**config.mk**
```make
export PLATFORM = sky130hd
export DESIGN_NAME = obj_ram_arbiter_flat
export DESIGN_NICKNAME = d
export VERILOG_FILES = /design/src/rtl/obj_ram_arbiter_if.sv /design/src/rtl/obj_ram_arbiter.sv /design/src/flat_wrapper.sv
export SDC_FILE = /design/constraint.sdc
export NUM_CORES = 1
export LEC_CHECK = 0
export CAP_MARGIN = 25
export CORE_ASPECT_RATIO = 0.5
export CORE_MARGIN = 2
export CORE_UTILIZATION = 40
export DETAILED_ROUTE_END_ITERATION = 8
export PLACE_DENSITY_LB_ADDON = 0.25
export REMOVE_ABC_BUFFERS = 1
export SYNTH_ARGS = -nofsm -noshare
export SYNTH_HDL_FRONTEND = slang
export SYNTH_SLANG_ARGS = --single-unit
```
**constraint.sdc**
```tcl
create_clock -name clk -period 3.48 [get_ports clk]
set_clock_uncertainty 0.1 [all_clocks]
set_input_delay 0.348 -clock clk [delete_from_list [all_inputs] [get_ports clk]]
set_output_delay 0.348 -clock clk [all_outputs]
set_load 0.01 [all_outputs]
```
**src/rtl/obj_ram_arbiter_if.sv**
```systemverilog
// Bus between the three object-RAM writers and the arbiter, plus the RAM write port.
// master = writer/RAM side, slave = arbiter side.
interface obj_ram_arbiter_if #(
    parameter int ADDR_W = 8,
    parameter int DATA_W = 8
);
    logic [2:0]          req;
    logic [2:0]          done;
    logic [3*ADDR_W-1:0] addr_in;
    logic [3*DATA_W-1:0] data_in;
    logic [2:0]          we_in;
    logic [2:0]          grant;
    logic [ADDR_W-1:0]   mem_address;
    logic [DATA_W-1:0]   mem_data;
    logic                mem_we;
    logic                busy;
    logic                timeout_err;
    logic [1:0]          timeout_id;
    logic                range_err;

    modport master (
        output req, done, addr_in, data_in, we_in,
        input  grant, mem_address, mem_data, mem_we, busy,
        input  timeout_err, timeout_id, range_err
    );

    modport slave (
        input  req, done, addr_in, data_in, we_in,
        output grant, mem_address, mem_data, mem_we, busy,
        output timeout_err, timeout_id, range_err
    );
endinterface

```
**src/rtl/obj_ram_arbiter.sv**
```systemverilog
// Round-robin arbiter with per-grant watchdog for the object RAM write port.
// Optional per-owner address window check enabled by OBJ_RAM_RANGE_CHECK_EN.
//
// state | meaning
// IDLE  | no owner; pick next requester round-robin from r_rr_ptr
// OWN   | owner's addr/data/we forwarded to the RAM; hold counter running
// GAP   | one-cycle bubble with grant and mem_we low before the next pick
module obj_ram_arbiter #(
    parameter int ADDR_W  = 8,
    parameter int DATA_W  = 8,
    parameter int TIMEOUT = 64,
    parameter int R0_LO   = 192,
    parameter int R0_HI   = 255,
    parameter int R1_LO   = 64,
    parameter int R1_HI   = 191,
    parameter int R2_LO   = 0,
    parameter int R2_HI   = 63
) (
    input logic               clk,
    input logic               reset,
    obj_ram_arbiter_if.slave  bus
);

    localparam int                CNT_W    = 8;
    localparam logic [CNT_W-1:0]  CNT_LAST = CNT_W'(TIMEOUT - 1);

    // Window test is (addr - LO) <= (HI - LO) in modular arithmetic
    localparam logic [ADDR_W-1:0] LO0   = ADDR_W'(R0_LO);
    localparam logic [ADDR_W-1:0] SPAN0 = ADDR_W'(R0_HI - R0_LO);
    localparam logic [ADDR_W-1:0] LO1   = ADDR_W'(R1_LO);
    localparam logic [ADDR_W-1:0] SPAN1 = ADDR_W'(R1_HI - R1_LO);
    localparam logic [ADDR_W-1:0] LO2   = ADDR_W'(R2_LO);
    localparam logic [ADDR_W-1:0] SPAN2 = ADDR_W'(R2_HI - R2_LO);

    typedef enum logic [1:0] {
        IDLE = 2'd0,
        OWN  = 2'd1,
        GAP  = 2'd2
    } state_t;

    state_t            r_state;
    logic [2:0]        r_grant;
    logic [1:0]        r_owner;
    logic [1:0]        r_rr_ptr;
    logic [CNT_W-1:0]  r_cnt;
    logic              r_busy;
    logic              r_timeout_err;
    logic [1:0]        r_timeout_id;

    logic [ADDR_W-1:0] w_own_addr;
    logic [DATA_W-1:0] w_own_data;
    logic              w_own_we;
    logic              w_own_req;
    logic              w_own_done;
    logic [1:0]        w_next1;
    logic [1:0]        w_next2;
    logic [1:0]        w_pick;
    logic [ADDR_W-1:0] w_mem_address;
    logic [DATA_W-1:0] w_mem_data;
    logic              w_mem_we;
    logic              w_range_err;

    always_comb begin
        w_own_addr = '0;
        w_own_data = '0;
        w_own_we   = 1'b0;
        w_own_req  = 1'b0;
        w_own_done = 1'b0;
        case (r_owner)
            2'd0: begin
                w_own_addr = bus.addr_in[0 +: ADDR_W];
                w_own_data = bus.data_in[0 +: DATA_W];
                w_own_we   = bus.we_in[0];
                w_own_req  = bus.req[0];
                w_own_done = bus.done[0];
            end
            2'd1: begin
                w_own_addr = bus.addr_in[ADDR_W +: ADDR_W];
                w_own_data = bus.data_in[DATA_W +: DATA_W];
                w_own_we   = bus.we_in[1];
                w_own_req  = bus.req[1];
                w_own_done = bus.done[1];
            end
            2'd2: begin
                w_own_addr = bus.addr_in[2*ADDR_W +: ADDR_W];
                w_own_data = bus.data_in[2*DATA_W +: DATA_W];
                w_own_we   = bus.we_in[2];
                w_own_req  = bus.req[2];
                w_own_done = bus.done[2];
            end
            default: ;
        endcase
    end

    // Search order rr_ptr+1, rr_ptr+2, rr_ptr (mod 3)
    always_comb begin
        w_next1 = (r_rr_ptr == 2'd2) ? 2'd0 : r_rr_ptr + 2'd1;
        w_next2 = (w_next1 == 2'd2) ? 2'd0 : w_next1 + 2'd1;
        if (bus.req[w_next1]) begin
            w_pick = w_next1;
        end else if (bus.req[w_next2]) begin
            w_pick = w_next2;
        end else begin
            w_pick = r_rr_ptr;
        end
    end

`ifdef OBJ_RAM_RANGE_CHECK_EN
    logic w_in_range;

    always_comb begin
        w_in_range = 1'b0;
        case (r_owner)
            2'd0:    w_in_range = ((w_own_addr - LO0) <= SPAN0);
            2'd1:    w_in_range = ((w_own_addr - LO1) <= SPAN1);
            2'd2:    w_in_range = ((w_own_addr - LO2) <= SPAN2);
            default: w_in_range = 1'b0;
        endcase
    end
`else
    logic w_unused_cfg;
    assign w_unused_cfg = ^{LO0, SPAN0, LO1, SPAN1, LO2, SPAN2};
`endif

    always_comb begin
        w_mem_address = '0;
        w_mem_data    = '0;
        w_mem_we      = 1'b0;
        w_range_err   = 1'b0;
        if (r_state == OWN) begin
            w_mem_address = w_own_addr;
            w_mem_data    = w_own_data;
`ifdef OBJ_RAM_RANGE_CHECK_EN
            w_mem_we      = w_own_we & w_in_range;
            w_range_err   = w_own_we & ~w_in_range;
`else
            w_mem_we      = w_own_we;
`endif
        end
    end

    always_ff @(posedge clk) begin
        if (reset) begin
            r_state       <= IDLE;
            r_grant       <= 3'b000;
            r_owner       <= 2'd0;
            r_rr_ptr      <= 2'd2;
            r_cnt         <= '0;
            r_busy        <= 1'b0;
            r_timeout_err <= 1'b0;
            r_timeout_id  <= 2'd0;
        end else begin
            r_timeout_err <= 1'b0;
            case (r_state)
                IDLE: begin
                    if (|bus.req) begin
                        r_owner  <= w_pick;
                        r_rr_ptr <= w_pick;
                        r_grant  <= 3'b001 << w_pick;
                        r_cnt    <= '0;
                        r_busy   <= 1'b1;
                        r_state  <= OWN;
                    end
                end
                OWN: begin
                    r_cnt <= r_cnt + 1'b1;
                    if (w_own_done || !w_own_req || (r_cnt == CNT_LAST)) begin
                        r_grant <= 3'b000;
                        r_state <= GAP;
                        // Only a watchdog expiry counts as an error; done/release win ties
                        if (!w_own_done && w_own_req) begin
                            r_timeout_err <= 1'b1;
                            r_timeout_id  <= r_owner;
                        end
                    end
                end
                GAP: begin
                    r_busy  <= 1'b0;
                    r_state <= IDLE;
                end
                default: begin
                    r_grant <= 3'b000;
                    r_busy  <= 1'b0;
                    r_state <= IDLE;
                end
            endcase
        end
    end

    assign bus.grant       = r_grant;
    assign bus.busy        = r_busy;
    assign bus.timeout_err = r_timeout_err;
    assign bus.timeout_id  = r_timeout_id;
    assign bus.mem_address = w_mem_address;
    assign bus.mem_data    = w_mem_data;
    assign bus.mem_we      = w_mem_we;
    assign bus.range_err   = w_range_err;

endmodule

```
**src/flat_wrapper.sv**
```systemverilog
// flat-port wrapper written by rule: the top's interface ports become plain ports
module obj_ram_arbiter_flat 
#(
    parameter int ADDR_W  = 8,
    parameter int DATA_W  = 8,
    parameter int TIMEOUT = 64,
    parameter int R0_LO   = 192,
    parameter int R0_HI   = 255,
    parameter int R1_LO   = 64,
    parameter int R1_HI   = 191,
    parameter int R2_LO   = 0,
    parameter int R2_HI   = 63
)
  (clk, reset, bus_req, bus_done, bus_addr_in, bus_data_in, bus_we_in, bus_grant, bus_mem_address, bus_mem_data, bus_mem_we, bus_busy, bus_timeout_err, bus_timeout_id, bus_range_err);
  obj_ram_arbiter_if #(.ADDR_W(ADDR_W), .DATA_W(DATA_W)) bus_i ();
  input logic clk;
  input logic reset;
  input wire logic [$bits(bus_i.req)-1:0] bus_req;
  input wire logic [$bits(bus_i.done)-1:0] bus_done;
  input wire logic [$bits(bus_i.addr_in)-1:0] bus_addr_in;
  input wire logic [$bits(bus_i.data_in)-1:0] bus_data_in;
  input wire logic [$bits(bus_i.we_in)-1:0] bus_we_in;
  output wire logic [$bits(bus_i.grant)-1:0] bus_grant;
  output wire logic [$bits(bus_i.mem_address)-1:0] bus_mem_address;
  output wire logic [$bits(bus_i.mem_data)-1:0] bus_mem_data;
  output wire logic [$bits(bus_i.mem_we)-1:0] bus_mem_we;
  output wire logic [$bits(bus_i.busy)-1:0] bus_busy;
  output wire logic [$bits(bus_i.timeout_err)-1:0] bus_timeout_err;
  output wire logic [$bits(bus_i.timeout_id)-1:0] bus_timeout_id;
  output wire logic [$bits(bus_i.range_err)-1:0] bus_range_err;
  assign bus_i.req = bus_req;
  assign bus_i.done = bus_done;
  assign bus_i.addr_in = bus_addr_in;
  assign bus_i.data_in = bus_data_in;
  assign bus_i.we_in = bus_we_in;
  assign bus_grant = bus_i.grant;
  assign bus_mem_address = bus_i.mem_address;
  assign bus_mem_data = bus_i.mem_data;
  assign bus_mem_we = bus_i.mem_we;
  assign bus_busy = bus_i.busy;
  assign bus_timeout_err = bus_i.timeout_err;
  assign bus_timeout_id = bus_i.timeout_id;
  assign bus_range_err = bus_i.range_err;
  obj_ram_arbiter #(.ADDR_W(ADDR_W), .DATA_W(DATA_W), .TIMEOUT(TIMEOUT), .R0_LO(R0_LO), .R0_HI(R0_HI), .R1_LO(R1_LO), .R1_HI(R1_HI), .R2_LO(R2_LO), .R2_HI(R2_HI)) u_core (.clk(clk), .reset(reset), .bus(bus_i));
endmodule
```
# Yosys cells after proc, flatten, opt, wreduce, memory -nomap -nowiden
# Cells that the tools add are included.
[op_classes]
add_sub_neg = 3
mul = 0
n_div = 0
order_cmp = 2
n_eq_ne = 9
shifts = 1
n_mux = 27
bitwise = 3
reduce_logical = 16
[ops]
columns = ["op", "n"]
rows = [
  ["$pmux 8 s3", 2],
  ["$mux 8", 3],
  ["$pmux 8 s2", 1],
  ["$mux 2", 6],
  ["$pmux 1 s3", 3],
  ["$pmux 3 s3", 1],
  ["$add 8x1->8 const B", 1],
  ["$eq 2x2->1 const B", 4],
  ["$eq 8x6->1 const B", 1],
  ["$reduce_and 2->1", 4],
  ["$lt 2x3->1 const B", 2],
  ["$mux 3", 2],
  ["$reduce_and 3->1", 2],
  ["$reduce_or 3->1", 2],
  ["$mux 1", 5],
  ["$add 2x1->2 const B", 2],
  ["$bmux 1 s2", 2],
  ["$eq 2x1->1 const B", 2],
  ["$logic_not 2->1", 2],
  ["$pmux 2 s2", 1],
  ["$not 1->1", 3],
  ["$shl 1x2->3 const A", 1],
  ["$logic_not 1->1", 2],
  ["$logic_or 1x1->1", 2],
  ["5 further kinds", 5],
]
[totals]
ff_bits = 21
latch_bits = 0
ramBits = 0
rom_bits = 0
inputBits = 59
output_inout_bits = 25
n_memories = 0

# Depth between registers and ports, before layout
[logic_depth]
word_depth = 11
ltp_mapped = 7
mapped_depth_nobuf = 5

# Worst setup path after synthesis
# Ideal clock, no wire load.
[synth_timing]
kind = "register to output"
startpoint = "register, netlist name u_core.r_rr_ptr[0]"
endpoint = "output port bus_mem_address[6]"
arrival_ns = 1.264
setup_slack_ns = 1.768
stages_incl_launch_ff = 8
n_path_buf = 3
cell_sequence = "dfxtp_1 -> buf_2 -> buf_4 -> buf_4 -> mux2i_1 -> nor2_1 -> a21oi_1 -> nor2_1"
[synth_rtl]
columns = ["element", "line", "source"]
rows = [
  ["to (decl)", "flat_wrapper.sv:24", "output wire logic [$bits(bus_i.mem_address)-1:0] bus_mem_address;"],
]

# Final worst setup path
[layout_timing]
startpoint = "register u_core.r_owner[1]"
endpoint = "output port bus_mem_address[7]"
[layout_via]
elab_chain_cells = 3
word_cells_on_any_way = 5
cone_classes = "2 x eq/ne; 2 x mux; 1 x reduce/logical"
[layout_rtl]
columns = ["element", "line", "source"]
rows = [
  ["from (decl)", "obj_ram_arbiter.sv:43", "logic [1:0] r_owner;"],
  ["from (signal assigned)", "obj_ram_arbiter.sv:157", "r_owner <= w_pick;"],
  ["$eq 2x2->1 (tied with other cells)", "obj_ram_arbiter.sv:69", "case (r_owner)"],
  ["$pmux 8 s3 (*)", "obj_ram_arbiter.sv:69", ""],
  ["$mux 8 (*)", "obj_ram_arbiter.sv:130", "if (r_state == OWN) begin"],
]
# Every way passes the cells marked *; elsewhere a longest branch is shown, timed or not.

==> impl_metrics.yaml <==
status:
  outcome: "complete, no violations"
cts:
  ctsHoldBuffers: 0
  clkTransAtPathRegs_ns: 0.07
  htreeDepth: 1
  post_cts_resized: 0
  cts_tree: "done"
  numCtsBuffers: 3
  insertion_delay_ns: 0.26
  ctsRootBufferMaster: "clkbuf_8"
  cts_buffer_depth: 2
  cts_num_sinks: 20
  cts_setup_buffers: 0
grt:
  grt_max_degree: 26
  grt_pass1_vias: 1487
  gr-total-overflow: 0
  grt_antenna_before_repair: 0
  grt_usage: 0.215
  grt_pass1_wl_um: 6580
synthesis:
  synth_area_um2: 1400
  yosysSeqAreaShare: 0.285
  synth_top_area_cell: "dfxtp_1"
  ys_warn_count: 0
  ys_ff_latch: 20
  netlist_instances: 190
  avgSynthCellArea_um2: 7.38
  ys_types: 40
  yosysTopAreaCellShare: 0.285
  netlist_top_cells_area: "dfxtp_1, mux2i_1, nor2_1"
layout:
  nNetsFinal: 329
  post-route-util: 0.676
  syn2layout_area_growth_pct: 63.6
  diodes: 0
  drive_above_1_share: 0.0599
  fillers: 298
  stdcell_area_um2: 2290
routing:
  drt_iter0_markers: 63
  vias: 1629
  wl_per_cell_um: 13.4
  vias_per_cell: 5.12
  drcViolationCount: 0
  routed_wl_um: 4250
  ant_nets: 0
  dr.pass1.iters: 4
floorplanning:
  io_pins: 84
  dieArea_um2: 4020
  fp-row-count: 15
  die_height_um: 45.9
  start_util: 0.413
  die_x_um: 87.7
  core_area_um2: 3400
sta:
  final_max_slew_viol_count: 0
  tightest_slew_ns: 0.731
  finalSetupViolations: 0
  rsz0062_at_grt: "false"
  hold_viol: 0
  fin_crit_ns: 2.54
  fmax_mhz: 394
  whs_ns: 0.369
  setup_tns_ns: 0
  slew_headroom: 0.511
  finalCritPeriodShare: 0.730
power_and_ir_drop:
  power.density_nw_per_um2: 323
  p_leak_uw: 0.000830
  peakVddDrop_mv: 0.142
place:
  placed_area_um2: 2250
  portBuffers: 82
  place_hpwl_um: 3350
  routabilityCongestion: 0.818
critical_path:
  cp-start-kind: "flip-flop"
  crit_type: "flip-flop to output port"
  reg2reg_depth: 6
  end_kind: "output port"
  critPathRequiredTime_ns: 3.03
  reg2reg_slack_ns: 1.49
  cp_max_fo: 12
  critPathArrivalTime_ns: 2.09
job:
  maxCapViolCount: 0
hold_path:
  hold_depth: 2
  hold_class: "flip-flop to flip-flop"
-- kinds of logic (layout without fill, tap and decap cells) --
group,count (synthesis),in the layout,synth area share
buffers and inverters,13,90,0.0482
and+or+nand+nor,84,84,0.287
muxes,23,23,0.166
adders and majority gates,1,1,0.00892
AOI/OAI and AO/OA,48,48,0.202
other,1,1,0.00267
DFF,20,20,0.285
-- metal layers --
layer	GRT usage	up-vias	wire, um
li1	-	826	-
met1	0.257	735	1790
met2	0.356	64	2010
met3	0.0996	4	413
met4	0.0585	0	34
met5	0	-	0
-- final timing paths --
path / from / endpoint
max: u_core.r_owner[1] / bus_mem_address[7]
min: u_core.bus.busy / u_core.bus.busy
max reg2reg: u_core.r_rr_ptr[0] / u_core.bus.grant[1]
min reg2reg: u_core.bus.busy / u_core.bus.busy
-- Yosys cell counts --
master and number:
a21o_1 1, nor3_2 2, and4b_1 1, mux2_2 2
nor2b_1 1, buf_2 3, a41oi_1 1, a31oi_1 1
dfxtp_1 20, a2111oi_0 1, buf_4 4, ha_1 1
nand2b_1 4, o21bai_1 1, conb_1 1, a221oi_1 1
a211oi_1 1, nor2_1 53, clkbuf_1 5, o211ai_1 1
inv_1 1, a211oi_2 1, or2b_1 1, nand2_1 5
o21ai_0 8, nor4_1 1, mux2i_1 21, a21oi_1 29
and4_4 1, nand4_1 1, and3_1 2, nand3_1 2
nand3_2 1, nand3b_1 1, a22oi_1 1, nand4b_1 1
nor3_1 5, a2bb2oi_2 1, or3_4 1, and2b_1 1
-- flip-flops by register name (all words and copies together), names as in the netlist --
| signal | count |
|---|---|
| u_core.r_cnt | 8 |
| u_core.r_state | 2 |
| u_core.bus.timeout_id | 2 |
| u_core.r_rr_ptr | 2 |
| u_core.bus.timeout_err | 1 |
| u_core.bus.grant | 3 |
| u_core.r_owner | 1 |
| u_core.bus.busy | 1 |
-- where the power goes --
part | internal (uW) | switching (uW) | total [uW]
clock | 77.2 | 73.2 | 150
combinational | 179 | 156 | 335
sequential | 243 | 12.6 | 256
-- area by class of cell --
| class | count | area, um^2 | area share |
|---|---|---|---|
| multi-input combinational | 157 | 935 | 0.407 |
| timing repair buffer | 86 | 851 | 0.371 |
| sequential | 20 | 400 | 0.174 |
| tap | 51 | 63.8 | 0.0278 |
| clock buffer | 3 | 41.3 | 0.0180 |
| inverter | 1 | 3.75 | 0.00164 |
-- metrics by stage --
step           power (uW)  setup WS (ns)  std cells
2_1_floorplan         426           1.13        178
3_3_place_gp          590           1.25        315
3_5_place_dp          595           1.22        315
4_1_cts               745          0.932        318
5_1_grt               789          0.787        318
6_report              741          0.939        318
-- worst max-delay path, cell delays in order (launching register included) --
cell and delay, ns:
dfxtp_1 0.33, nor2b_1 0.48, buf_4 0.28, a21oi_1 0.08, nor2_1 0.09, clkdlybuf4s50_1 0.57
-- layout by cell type (no fill, tap or decap), types with 2 or more instances in the layout --
| cell | n |
|---|---|
| and3_1 | 2 |
| clkdlybuf4s50_1 | 82 |
| nor3_2 | 2 |
| nor2_1 | 53 |
| o21ai_0 | 8 |
| mux2i_1 | 21 |
| clkbuf_8 | 3 |
| nor3_1 | 5 |
| mux2_2 | 2 |
| nand2b_1 | 4 |
| nand2_1 | 5 |
| dfxtp_1 | 20 |
| buf_4 | 4 |
| a21oi_1 | 29 |
| nand3_1 | 2 |
Power figures use the tool's default switching activity.
